--- src/rtl/count_checker_sat_counter.sv ---
// -----------------------------------------------------------------------------
// sat_counter
//   Up-counter that sticks at all-ones instead of rolling over. A synchronous
//   clear takes priority over an increment in the same cycle.
//
// Ports
//   clk      : clock, rising edge
//   reset_n  : asynchronous active-low reset (count -> 0)
//   inc      : add one this cycle unless already saturated
//   clr      : synchronous clear to 0
//   count    : current count
// -----------------------------------------------------------------------------
module sat_counter #(
  parameter int WIDTH = 8
) (
  input  logic             clk,
  input  logic             reset_n,
  input  logic             inc,
  input  logic             clr,
  output logic [WIDTH-1:0] count
);

  logic [WIDTH-1:0] r_count;
  logic             w_at_max;

  assign w_at_max = (r_count == {WIDTH{1'b1}});

  // NOTE: sequential state is updated with non-blocking assignments so every
  // register samples the pre-edge values regardless of block ordering.
  always_ff @(posedge clk or negedge reset_n) begin
    if (!reset_n) begin
      r_count <= '0;
    end else if (clr) begin
      r_count <= '0;
    end else if (inc && !w_at_max) begin
      r_count <= r_count + 1'b1;
    end
  end

  assign count = r_count;

endmodule : sat_counter

--- config.mk ---
export PLATFORM = sky130hd
export DESIGN_NAME = sat_counter
export DESIGN_NICKNAME = d
export VERILOG_FILES = /design/src/rtl/count_checker_sat_counter.sv
export SDC_FILE = /design/constraint.sdc
export NUM_CORES = 1
export LEC_CHECK = 0
export BUFFER_PORTS_ARGS = -buffer_cell sky130_fd_sc_hd__buf_2
export CAP_MARGIN = 15
export CORE_AREA = 2 2 39 41
export DETAILED_ROUTE_END_ITERATION = 10
export DIE_AREA = 0 0 41 43
export GPL_ROUTABILITY_DRIVEN = 0
export PLACE_DENSITY_LB_ADDON = 0.15
export SLEW_MARGIN = 20
export SYNTH_ARGS = -nofsm -noshare
export SYNTH_HDL_FRONTEND = slang
export SYNTH_SLANG_ARGS = --single-unit
--- constraint.sdc ---
create_clock -name clk -period 4.9 [get_ports clk]
set_input_delay 0.49 -clock clk [delete_from_list [all_inputs] [get_ports clk]]
set_output_delay 0.49 -clock clk [all_outputs]
set_load 0.1 [all_outputs]
# Word-level counts from Yosys, hierarchy flattened
# Cells that the tools add are included.
# classes
n_reduce_logical	3
eq_ne	1
add_sub_neg	1
n_mux	2
# op_table
cell	n
8-bit 2-to-1 mux	2
8-bit by 1-bit adder with 8-bit output, second input constant	1
8-bit equality test, second input constant	1
2-bit nonzero test	1
1-bit logical AND	1
1-bit zero test	1
# totals
register_bits	8
in_bits	4
word_cells	8

# Logic depth before layout (Yosys ltp)
# depth
word_depth	5
ltp_mapped	4
ltp_nobuf	4

# Worst setup path after synthesis
# No wires, ideal clock.
# synth_path
kind	reg2reg
startpoint	reg r_count[0], in the netlist count[0]
endpoint	reg r_count[5], in the netlist count[5]
slack_ns	2.814
required_time_ns	4.775
arrival_ns	1.961
stages_incl_launch_ff	5
cell_sequence	dfrtp_1 > ha_1 > and3_2 > a211oi_2 > mux2_4
# synth_via
elab_chain_cells	4
word_cells_on_any_way	7
cone_classes	add/sub: 1; eq/ne: 1; mux: 2; reduce/logical: 3
# synth_rtl
item	line_no	text
start, declared	23	logic [WIDTH-1:0] r_count;
start signal, assigned	36	r_count <= r_count + 1'b1;
parallel branches: the longest is 4 deep, another holds 8-bit by 1-bit adder with 8-bit output	--	
# Several ways; the timed one is not identified. The select of a mux whose other input is x is not followed.
# A chain may end at the register's enable or synchronous reset.

# Final worst setup path
# layout_path
startpoint	reg r_count[2], in the netlist count[2]
endpoint	out count[2]
# layout_rtl
item	line_no	text
end, declared	20	output logic [WIDTH-1:0] count
# No word-level cell between the ends.

==> impl_metrics.json <==
{
  "die_y_um": 43,
  "netlist_instances": 47,
  "start_kind": "flip-flop",
  "wl_per_cell_um": 13.9,
  "cp.required_ns": 4.41,
  "layout-drive-gt1-share": 0.390,
  "worstPathCellList": "buf_2",
  "status": "completed",
  "p_leak_nw": 0.274,
  "row_count": 14,
  "synth_top_area_cell": "dfrtp_1",
  "grt.total_usage": 0.145,
  "ys_ff_latch": 8,
  "yosysMostFrequentCell": "dfrtp_1",
  "slowest_delay_ns": 0.48,
  "routed_wl_um": 1050,
  "ant_nets": 0,
  "r2r_slack_ns": 3.28,
  "synth_edf_count": 0,
  "dpl.hpwl_um": 733,
  "ys.flop_type": "dfrtp_1",
  "ir_drop_mv": 0.118,
  "finalSetupViolCount": 0,
  "avgSynthCellArea_um2": 10.8,
  "core_um2": 1380,
  "slew_violations": 0,
  "layout.cells.non_filler": 75,
  "final_cell_area_um2": 588,
  "htree_levels": 1,
  "timing.rr.start": "count[0]",
  "antenna_cells": 0,
  "fillers": 137,
  "syn-num-nets": 52,
  "crit_buf_inv": 1,
  "fin_tns_setup_ns": 0,
  "cpMaxStageDelayCell": "buf_2",
  "first_global_vias": 404,
  "p_per_area_nw_per_um2": 247,
  "placed_area_um2": 566,
  "root_buffer": "clkbuf_4",
  "die-area_um2": 1760,
  "cp-end-kind": "output port",
  "timing.critical_path.from": "count[2]",
  "drc": 0,
  "postCtsSetupRepairBufs": 0,
  "synth_xor_area_frac": 0,
  "pre_cts_slack_ns": 3.30,
  "fin_crit_sh": 0.342,
  "slew-limit-headroom": 0.676,
  "setup_ws_ns": 3.22,
  "ys_types": 25,
  "holdBufCountCts": 0,
  "cp_top_family": "buffers and inverters",
  "arrival_ns": 1.19,
  "critPathKind": "reg2out",
  "placed_cells_incl_taps": 72,
  "yosysWarnings": 0,
  "clockBufferDepth": 2,
  "rsz0062_at_grt": "false",
  "numCtsBuffers": 3,
  "power_mw": 0.145,
  "synth_top_family_by_area": "simple AND/OR/NAND/NOR gates",
  "grt_pass1_wl_um": 1740,
  "cts.sinks": 8,
  "tritoncts": "built",
  "ctsResizeCount": 0,
  "r2r-end": "count[5]",
  "post-route-min-period_ns": 1.68,
  "via_count": 404,
  "endpoint": "count[2]",
  "synthTopCellsByArea": "dfrtp_1, mux2_4, nor2b_1",
  "hold_viol_final": 0,
  "fin_skew_ns": 0.00172,
  "crit_path_max_fanout": 8,
  "min_path_type": "in2async",
  "synth_compound_area_frac": 0.166,
  "worstMarginPinSlew_ns": 0.490,
  "async_flop_share": 1.00,
  "routed_via_density": 5.39,
  "overflow": 0,
  "cp.depth": 1,
  "seq_area_frac_synth": 0.396,
  "start_util": 0.365,
  "largest_reg_flops": 8,
  "drv_cap": 0,
  "synth_fa_ha_area_frac": 0.0248,
  "synth_simple_gate_area_share": 0.245,
  "antenna_found_initial": 0,
  "synth.area.mux_share": 0.139,
  "drtIter0Drc": 8,
  "area_growth_pct": 16.3,
  "die-width_um": 41,
  "grt_max_degree": 14,
  "yosysTopAreaCellShare": 0.396,
  "synth_common_cells": "dfrtp_1, mux2_4, nor2_1, nor2b_1",
  "io_buffers": 11,
  "path_clk_slew_ns": 0.06,
  "num-nets-final": 66,
  "ios": 12,
  "reg2regPathDepth": 4,
  "clk_latency_ns": 0.25,
  "max_freq_mhz": 596,
  "netlist_area_um2": 505,
  "first_pass_iters": 4
}
-- layout make-up --
class	instances	area (um^2)	area share
Multi-Input combinational cell	37	290	0.494
Sequential cell	8	200	0.340
Timing Repair Buffer	11	55.1	0.0936
Clock buffer	3	22.5	0.0383
Tap cell	16	20.0	0.0340
-- where the power goes --
part	internal, mW	leakage (nW)	switching, mW
Combinational	0.00591	0.150	0.0187
Clock	0.0280	0.0138	0.0224
Sequential	0.0677	0.110	0.00225
-- worst min-delay path by stage --
stage,startpoint,end,slack (ns),cells past startpoint
final,reset_n,count[7],0.08,1
after global routing,reset_n,count[3],0.08,1
after CTS,reset_n,count[3],0.07,1
after detailed placement,reset_n,count[3],0.35,1
after global placement,reset_n,count[5],0.35,1
after floorplan,reset_n,count[0],0.19,0
-- cell families (layout without fill, tap and decap cells) --
group / after synthesis / count (layout)
adders and majority gates: 1 / 1
DFF: 8 / 8
buffers and inverters: 2 / 14
muxes: 5 / 5
and+or+nand+nor: 21 / 21
AOI/OAI and AO/OA: 10 / 10
-- through the flow --
step,hold WS (ns),util
finish,0.0811,0.425
detailed placement,0.348,0.409
global route,0.0795,0.425
CTS,0.0723,0.425
floorplan,0.194,-
global placement,0.351,0.409
-- cell usage in the layout (no fill, tap or decap), drive strengths merged --
cell / synthesis / layout
a41oi: 1 / 1
nand2b: 2 / 2
nor2b: 4 / 4
mux2: 4 / 4
and3: 2 / 2
nand2: 2 / 2
a21oi: 4 / 4
nor3: 1 / 1
nand4: 2 / 2
mux2i: 1 / 1
ha: 1 / 1
nor2: 4 / 4
buf: 1 / 11
and4: 2 / 2
nor4bb: 1 / 1
a311oi: 1 / 1
nand3: 1 / 1
a21boi: 2 / 2
dfrtp: 8 / 8
a211oi: 2 / 2
clkbuf: 1 / 3
-- routing by layer --
layer	part of all wire	track usage	vias to the layer above	wire length, um
met4	0	0.0600	0	0
met3	0.073	0.0471	0	76
met2	0.40	0.181	17	416
li1	-	-	202	-
met1	0.53	0.221	185	551
met5	0	0	-	0
No activity file was read; power rests on OpenSTA's default activity.
